File: src/rtl/i2c_pkg.sv
// Shared definitions for the I2C register target: FSM states, bus ACK levels
// and the position of the read/write flag in the address byte.
package i2c_pkg;

    typedef enum logic [3:0] {
        IDLE       = 4'd0,
        ADDR       = 4'd1,
        ADDR_ACK   = 4'd2,
        IDX        = 4'd3,
        IDX_ACK    = 4'd4,
        WDATA      = 4'd5,
        WDATA_ACK  = 4'd6,
        RDATA      = 4'd7,
        RDATA_ACK  = 4'd8,
        WAIT_STOP  = 4'd9
    } i2c_state_e;

    localparam logic ACK    = 1'b0;
    localparam logic NACK   = 1'b1;
    localparam int   RW_BIT = 0;

endpackage

File: src/rtl/i2c_sync_edge.sv
// Multi-flop synchroniser for one asynchronous bus line with single-clk
// rise/fall pulses decoded from the synchronised level.
module i2c_sync_edge #(
    parameter int STAGES = 2
) (
    input  logic clk,
    input  logic reset_n,
    input  logic d_i,
    output logic level_o,
    output logic rise_o,
    output logic fall_o
);

    logic [STAGES-1:0] sync_q;
    logic              prev_q;

    // Synchroniser chain plus one history flop; resets to the idle-bus level.
    always_ff @(posedge clk or negedge reset_n) begin
        if (!reset_n) begin
            sync_q <= '1;
            prev_q <= 1'b1;
        end else begin
            sync_q[0] <= d_i;
            for (int i = 1; i < STAGES; i++) begin
                sync_q[i] <= sync_q[i-1];
            end
            prev_q <= sync_q[STAGES-1];
        end
    end

    assign level_o = sync_q[STAGES-1];
    assign rise_o  = sync_q[STAGES-1] & ~prev_q;
    assign fall_o  = ~sync_q[STAGES-1] & prev_q;

endmodule

File: src/rtl/i2c_target_regs.sv
// I2C target exposing NUM_REGS 8-bit registers: write = index byte then data
// bytes, read = data bytes from the auto-incrementing register pointer.
module i2c_target_regs
    import i2c_pkg::*;
#(
    parameter logic [6:0] TARGET_ADDR = 7'h55,
    parameter int         NUM_REGS    = 16,
    parameter int         SYNC_STAGES = 2,
    localparam int        IDX_W       = $clog2(NUM_REGS)
) (
    input  logic             clk,
    input  logic             reset_n,
    input  logic             scl_i,
    input  logic             sda_i,
    output logic             sda_oe,
    output logic             wr_en,
    output logic [IDX_W-1:0] reg_idx,
    output logic [7:0]       wr_data,
    input  logic [7:0]       rd_data,
    output logic             busy
);

    logic scl_s, scl_rise_s, scl_fall_s;
    logic sda_s, sda_rise_s, sda_fall_s;
    logic start_s, stop_s;
    logic [7:0] rx_byte_s;

    i2c_state_e       state_q,   state_d;
    logic [2:0]       bit_cnt_q, bit_cnt_d;
    logic [7:0]       shift_q,   shift_d;
    logic [7:0]       tx_q,      tx_d;
    logic             phase_q,   phase_d;
    logic             rw_q,      rw_d;
    logic             sda_oe_q,  sda_oe_d;
    logic             wr_en_q,   wr_en_d;
    logic [IDX_W-1:0] reg_idx_q, reg_idx_d;
    logic [7:0]       wr_data_q, wr_data_d;
    logic             busy_q,    busy_d;

    function automatic logic [IDX_W-1:0] idx_next(input logic [IDX_W-1:0] idx);
        if (idx == IDX_W'(NUM_REGS - 1)) begin
            return '0;
        end else begin
            return idx + IDX_W'(1);
        end
    endfunction

    i2c_sync_edge #(.STAGES(SYNC_STAGES)) u_scl_sync (
        .clk(clk), .reset_n(reset_n), .d_i(scl_i),
        .level_o(scl_s), .rise_o(scl_rise_s), .fall_o(scl_fall_s)
    );

    i2c_sync_edge #(.STAGES(SYNC_STAGES)) u_sda_sync (
        .clk(clk), .reset_n(reset_n), .d_i(sda_i),
        .level_o(sda_s), .rise_o(sda_rise_s), .fall_o(sda_fall_s)
    );

    assign start_s   = sda_fall_s & scl_s;
    assign stop_s    = sda_rise_s & scl_s;
    assign rx_byte_s = {shift_q[6:0], sda_s};

    // Next-state logic: START beats STOP beats any bit-level activity.
    always_comb begin
        state_d   = state_q;
        bit_cnt_d = bit_cnt_q;
        shift_d   = shift_q;
        tx_d      = tx_q;
        phase_d   = phase_q;
        rw_d      = rw_q;
        sda_oe_d  = sda_oe_q;
        wr_en_d   = 1'b0;
        reg_idx_d = reg_idx_q;
        wr_data_d = wr_data_q;
        busy_d    = busy_q;
        if (start_s) begin
            state_d   = ADDR;
            bit_cnt_d = 3'd0;
            phase_d   = 1'b0;
            sda_oe_d  = 1'b0;
        end else if (stop_s) begin
            state_d  = IDLE;
            phase_d  = 1'b0;
            sda_oe_d = 1'b0;
            busy_d   = 1'b0;
        end else begin
            case (state_q)
                ADDR, IDX, WDATA: begin
                    if (scl_rise_s) begin
                        shift_d   = rx_byte_s;
                        bit_cnt_d = bit_cnt_q + 3'd1;
                        phase_d   = 1'b0;
                        if (bit_cnt_q == 3'd7) begin
                            case (state_q)
                                ADDR: begin
                                    if (rx_byte_s[7:1] == TARGET_ADDR) begin
                                        state_d = ADDR_ACK;
                                        busy_d  = 1'b1;
                                        rw_d    = rx_byte_s[RW_BIT];
                                    end else begin
                                        state_d = WAIT_STOP;
                                    end
                                end
                                IDX: begin
                                    if ({1'b0, rx_byte_s} < 9'(NUM_REGS)) begin
                                        state_d   = IDX_ACK;
                                        reg_idx_d = rx_byte_s[IDX_W-1:0];
                                    end else begin
                                        state_d = WAIT_STOP;
                                    end
                                end
                                default: begin
                                    state_d   = WDATA_ACK;
                                    wr_en_d   = 1'b1;
                                    wr_data_d = rx_byte_s;
                                end
                            endcase
                        end else begin
                            state_d = state_q;
                        end
                    end else begin
                        shift_d = shift_q;
                    end
                end
                // First falling edge starts the ACK bit, the second one ends it.
                ADDR_ACK, IDX_ACK, WDATA_ACK: begin
                    if (scl_fall_s && !phase_q) begin
                        sda_oe_d = ~ACK;
                        phase_d  = 1'b1;
                    end else if (scl_fall_s) begin
                        phase_d   = 1'b0;
                        bit_cnt_d = 3'd0;
                        sda_oe_d  = 1'b0;
                        if (state_q == ADDR_ACK && rw_q) begin
                            state_d  = RDATA;
                            sda_oe_d = ~rd_data[7];
                            tx_d     = {rd_data[6:0], 1'b0};
                        end else if (state_q == WDATA_ACK) begin
                            state_d   = WDATA;
                            reg_idx_d = idx_next(reg_idx_q);
                        end else begin
                            state_d = (state_q == ADDR_ACK) ? IDX : WDATA;
                        end
                    end else begin
                        phase_d = phase_q;
                    end
                end
                RDATA: begin
                    if (scl_fall_s) begin
                        sda_oe_d = ~tx_q[7];
                        tx_d     = {tx_q[6:0], 1'b0};
                    end else if (scl_rise_s) begin
                        bit_cnt_d = bit_cnt_q + 3'd1;
                        phase_d   = 1'b0;
                        state_d   = (bit_cnt_q == 3'd7) ? RDATA_ACK : RDATA;
                    end else begin
                        tx_d = tx_q;
                    end
                end
                // Pointer moves on the master ACK so rd_data is ready for the next load.
                RDATA_ACK: begin
                    if (scl_fall_s && !phase_q) begin
                        sda_oe_d = 1'b0;
                    end else if (scl_fall_s) begin
                        state_d   = RDATA;
                        phase_d   = 1'b0;
                        bit_cnt_d = 3'd0;
                        sda_oe_d  = ~rd_data[7];
                        tx_d      = {rd_data[6:0], 1'b0};
                    end else if (scl_rise_s && !phase_q) begin
                        if (sda_s == ACK) begin
                            reg_idx_d = idx_next(reg_idx_q);
                            phase_d   = 1'b1;
                        end else begin
                            state_d = WAIT_STOP;
                        end
                    end else begin
                        phase_d = phase_q;
                    end
                end
                IDLE, WAIT_STOP: begin
                    state_d = state_q;
                end
                default: begin
                    state_d  = IDLE;
                    sda_oe_d = 1'b0;
                end
            endcase
        end
    end

    // State and output registers.
    always_ff @(posedge clk or negedge reset_n) begin
        if (!reset_n) begin
            state_q   <= IDLE;
            bit_cnt_q <= 3'd0;
            shift_q   <= 8'h00;
            tx_q      <= 8'h00;
            phase_q   <= 1'b0;
            rw_q      <= 1'b0;
            sda_oe_q  <= 1'b0;
            wr_en_q   <= 1'b0;
            reg_idx_q <= '0;
            wr_data_q <= 8'h00;
            busy_q    <= 1'b0;
        end else begin
            state_q   <= state_d;
            bit_cnt_q <= bit_cnt_d;
            shift_q   <= shift_d;
            tx_q      <= tx_d;
            phase_q   <= phase_d;
            rw_q      <= rw_d;
            sda_oe_q  <= sda_oe_d;
            wr_en_q   <= wr_en_d;
            reg_idx_q <= reg_idx_d;
            wr_data_q <= wr_data_d;
            busy_q    <= busy_d;
        end
    end

    assign sda_oe  = sda_oe_q;
    assign wr_en   = wr_en_q;
    assign reg_idx = reg_idx_q;
    assign wr_data = wr_data_q;
    assign busy    = busy_q;

endmodule

File: config.mk
export PLATFORM = sky130hd
export DESIGN_NAME = i2c_target_regs
export DESIGN_NICKNAME = d
export VERILOG_FILES = /design/src/rtl/i2c_pkg.sv /design/src/rtl/i2c_sync_edge.sv /design/src/rtl/i2c_target_regs.sv
export SDC_FILE = /design/constraint.sdc
export NUM_CORES = 1
export LEC_CHECK = 0
export BUFFER_PORTS_ARGS = -buffer_cell sky130_fd_sc_hd__buf_4
export CAP_MARGIN = 5
export CORE_MARGIN = 4
export CORE_UTILIZATION = 45
export DETAILED_ROUTE_END_ITERATION = 8
export PLACE_DENSITY_LB_ADDON = 0.25
export SYNTH_ARGS = -nofsm -noshare
export SYNTH_HDL_FRONTEND = slang
export SYNTH_SLANG_ARGS = --single-unit
File: constraint.sdc
create_clock -name clk -period 2.9 [get_ports clk]
set_clock_uncertainty 0.1 [all_clocks]
set_input_delay 0.29 -clock clk [delete_from_list [all_inputs] [get_ports clk]]
set_output_delay 0.29 -clock clk [all_outputs]
set_load 0.05 [all_outputs]
==> results.md <==
* Async S/R FF share, synth at 100.0%
* Synth Warn # at 0
* Count of state elements after synthesis at 44
* Crit start category: flop
* Max rail drop VDD at 0.0003259 V
* Type of the setup path with the least slack: flop to flop
* Switching part of the total at about a quarter
* Slew of the pin with the lowest slew margin at roughly 0.7 ns
* Arrival time at the worst endpoint at 2.60 ns
* Overall fraction of global-route tracks in use at 17.34%
* Global-route wire length before repair at approximately 9100 µm
* Average via count per standard cell at 5.695
* Buffers from clock root to sink, at most at 2
* Worst-case headroom to the max-slew limit at 54.50%
* Placeable core region at 0.005238 mm²
* Post-synthesis net count at between 200 and 300
* Reg2reg start: u_scl_sync.sync_q[1]
* Upper clock frequency limit at 396.3 MHz
* RePlAce Congestion at approximately 0.89
* Post-CTS setup repair buffer count at 0
* Number of nets in the final layout at 288
* Starting density of the core at 47.59%
* 1st-iter DRT viols at 190
* Yosys top cell by area: dfrtp_1
* Hold crit path type: input pin to flop
* Post-synthesis cell type count at 57
* Number of iterations in the first detailed-routing pass at 4
* Quantity of hold-fixing buffers added after cts at 3
* Setup slack of the critical path after layout at 0.3763 ns
* Dominant register cell in the synthesized netlist: dfrtp_1
* Root Buffer Master: clkbuf_8
* CTS clk-pin slew, worst paths at 0.08 ns
* PostCTS Resize Cnt at 0
* Aggregate global routing overflow at 0
* Worst hold start: rd_data[0]
* Max-cap check violation count at 0
* End of the worst hold path: tx_q[1]
* Power density normalized to cell area at 397.2 mW/mm²
* Detailed placer's ending HPWL at around 3800 µm
* Unrepaired setup endpoints after global routing: false
* Antenna Cells at 0
* Length in cells of the worst reg-to-reg path at 4
* Post-Synthesis Mean Instance Area at 10.17 µm²
* Run status: complete, no violations
* Pre-CTS worst setup slack at 0.3821 ns
* Via count of the first global-routing pass at 1,884
* Minimum clock period after layout at between 2 and 3 ns
* Hold Fails Final Rpt at 0
* DRC violations left at 0
* Post-route fraction of the period consumed by the critical path at 87.02%
* Power share of the clock group at between 30% and 40%
* CTS buffer count at 5
* Routed wire length at 5327 µm
* DR WL/cell at 15.49 µm
* Post-Synthesis Cell Area at 0.002492 mm²
* Count of flip-flops with a built-in enable after synthesis at 0
* Chip width at 82.42 µm
* Register-to-Register Setup Slack at 0.38 ns
* Setup TNS at 0 ns
* Count of boundary I/O pins at 27
* Static Leakage at 0.001315 µW
* CTS tree: yes
* IO Port Bufs at 26
* Sw Pwr at around 290 µW
* Vertical die dimension at between 80 and 90 µm
* Maximum number of pins on one net before global-route repair at 45
* Sequential share of power at 58.0%
* Number of antenna-violating nets in the routed design at 0
* Cell count of the worst hold path at 3
* Skew-Pair Late Insertion Delay at 0.29 ns
* Fraction of power consumed by combinational cells at approximately 8.5%
* Proportion of synthesized chip area in sequential cells at 44.48%
* Number of vias after detailed routing at approximately 2,000
* Synth-to-layout area growth at 15.01%
* Die area at just under 0.007 mm²
* Data required time at the worst endpoint at 2.98 ns
* Cell internal pwr at 851.4 µW
* Endpoint of the most critical register-to-register path: wr_data[0]
* Clock Sinks at 44
* Biggest fanout along the worst timing path at 18
* Fraction of synthesized cell area taken by the top area cell type at 38.15%
* Final count of pins violating max slew at 0
* Antenna violations before repair at 0
* Cell row count at 26
* Layout cell share with drive strength beyond 1 at 28.47%
* Post-Syn Instances at 245
* Cells taking the most area after synthesis: dfrtp_1, mux2_2, dfstp_2
* Number of H-tree levels at 2
* Final setup violating endpoints at 0
* Critical path capture point type: flop
-- how the worst max path moves through the flow --
stage / end / from / slack [ns]
2_1_floorplan: state_q[0] / u_scl_sync.prev_q / 0.66
3_3_place_gp: wr_data[5] / u_scl_sync.sync_q[1] / 0.48
3_5_place_dp: wr_data[5] / u_scl_sync.sync_q[1] / 0.38
4_1_cts: wr_data[7] / u_scl_sync.sync_q[1] / 0.39
5_1_grt: wr_data[5] / u_scl_sync.sync_q[1] / 0.20
6_report: wr_data[0] / u_scl_sync.sync_q[1] / 0.38
-- cell families after synthesis --
| group | after synthesis | share of synthesized area, % |
|---|---|---|
| mux | 31 | 13.60 |
| buf+inv | 24 | 4.417 |
| compound gates | 69 | 19.68 |
| fa+ha+maj | 3 | 1.506 |
| simple gates | 72 | 15.61 |
| flops | 44 | 44.48 |
| xor+xnor | 2 | 0.7029 |
-- placed cells by master, fill, tap and decap left out, drive strengths merged, types with 2 or more instances in the layout --
master / instances
dfrtp: 38
buf: 33
mux2: 23
nand2: 20
o21ai: 19
nor2: 14
a21oi: 13
inv: 9
mux2i: 8
nor3: 8
clkbuf: 7
dfstp: 6
a31oi: 5
nor3b: 4
nand4: 4
a211oi: 4
nor2b: 3
nand2b: 3
and2: 3
a22oi: 3
ha: 3
dlygate4sd3: 3
o31ai: 3
or3: 2
a21boi: 2
o21ba: 2
o22ai: 2
nand4b: 2
o31a: 2
o211ai: 2
o21a: 2
-- routing by layer --
metal	track usage, %	part of all wire, %	up-vias
li1	-	-	953
met1	23.51	47	939
met2	27.72	47	56
met3	3.579	4.3	11
met4	5.482	1.8	0
met5	0	0	-
-- registers in the layout, indices dropped and copies added (netlist names) --
register,count
bit_cnt_q,3
u_scl_sync.sync_q,2
phase_q,1
wr_data,8
reg_idx,4
wr_en,1
rw_q,1
sda_oe,1
state_q,4
u_scl_sync.prev_q,1
u_sda_sync.sync_q,2
busy,1
shift_q,7
u_sda_sync.prev_q,1
tx_q,7
-- layout make-up --
| class | count | area [µm²] |
|---|---|---|
| multi-input combinational | 177 | 1274 |
| tap | 70 | 87.58 |
| clock buffer | 7 | 76.32 |
| sequential | 44 | 1109 |
| clock inverter | 1 | 8.758 |
| inverter | 9 | 33.78 |
| fill | 462 | 2371 |
| timing repair buffer | 36 | 277.8 |
-- stage by stage --
step                      utilization [%]  instances  area, µm²  hold WS, ns  total power [µW]
after CTS                           54.73        344       2867       0.1601              1159
after global routing                54.73        344       2867       0.1620              1201
after floorplan                         -        245       2492      -0.1056             722.7
final                               54.73        344       2867       0.1696              1139
after detailed placement            52.53        333       2751       0.2198             766.1
after global placement              52.53        333       2751       0.2203             763.4
-- power groups by stage --
| stage | logic [µW] | clock network [µW] | registers, µW |
|---|---|---|---|
| floorplan | 62.6 | 0 | 660 |
| global placement | 92.5 | 0 | 671 |
| detailed placement | 94.5 | 0 | 672 |
| CTS | 98.4 | 401 | 660 |
| global route | 112 | 425 | 664 |
| finish | 97.2 | 381 | 660 |
-- synth_stat cells (all sizes together), types with 2 or more instances --
cell	n
dfrtp	38
mux2	23
nand2	20
o21ai	19
nor2	14
a21oi	13
clkbuf	11
inv	9
mux2i	8
nor3	8
dfstp	6
a31oi	5
a211oi	4
buf	4
nand4	4
nor3b	4
a22oi	3
and2	3
ha	3
nand2b	3
nor2b	3
o31ai	3
a21boi	2
nand4b	2
o211ai	2
o21a	2
o21ba	2
o22ai	2
o31a	2
or3	2
-- critical path, cell delays in order (launching register included) --
cell and delay [ns]:
dfstp_2 0.70, nor2b_1 0.28, o2111ai_1 0.22, a2111oi_4 0.70, mux2_2 0.41
Note: power is estimated with default switching activity, not from simulation.
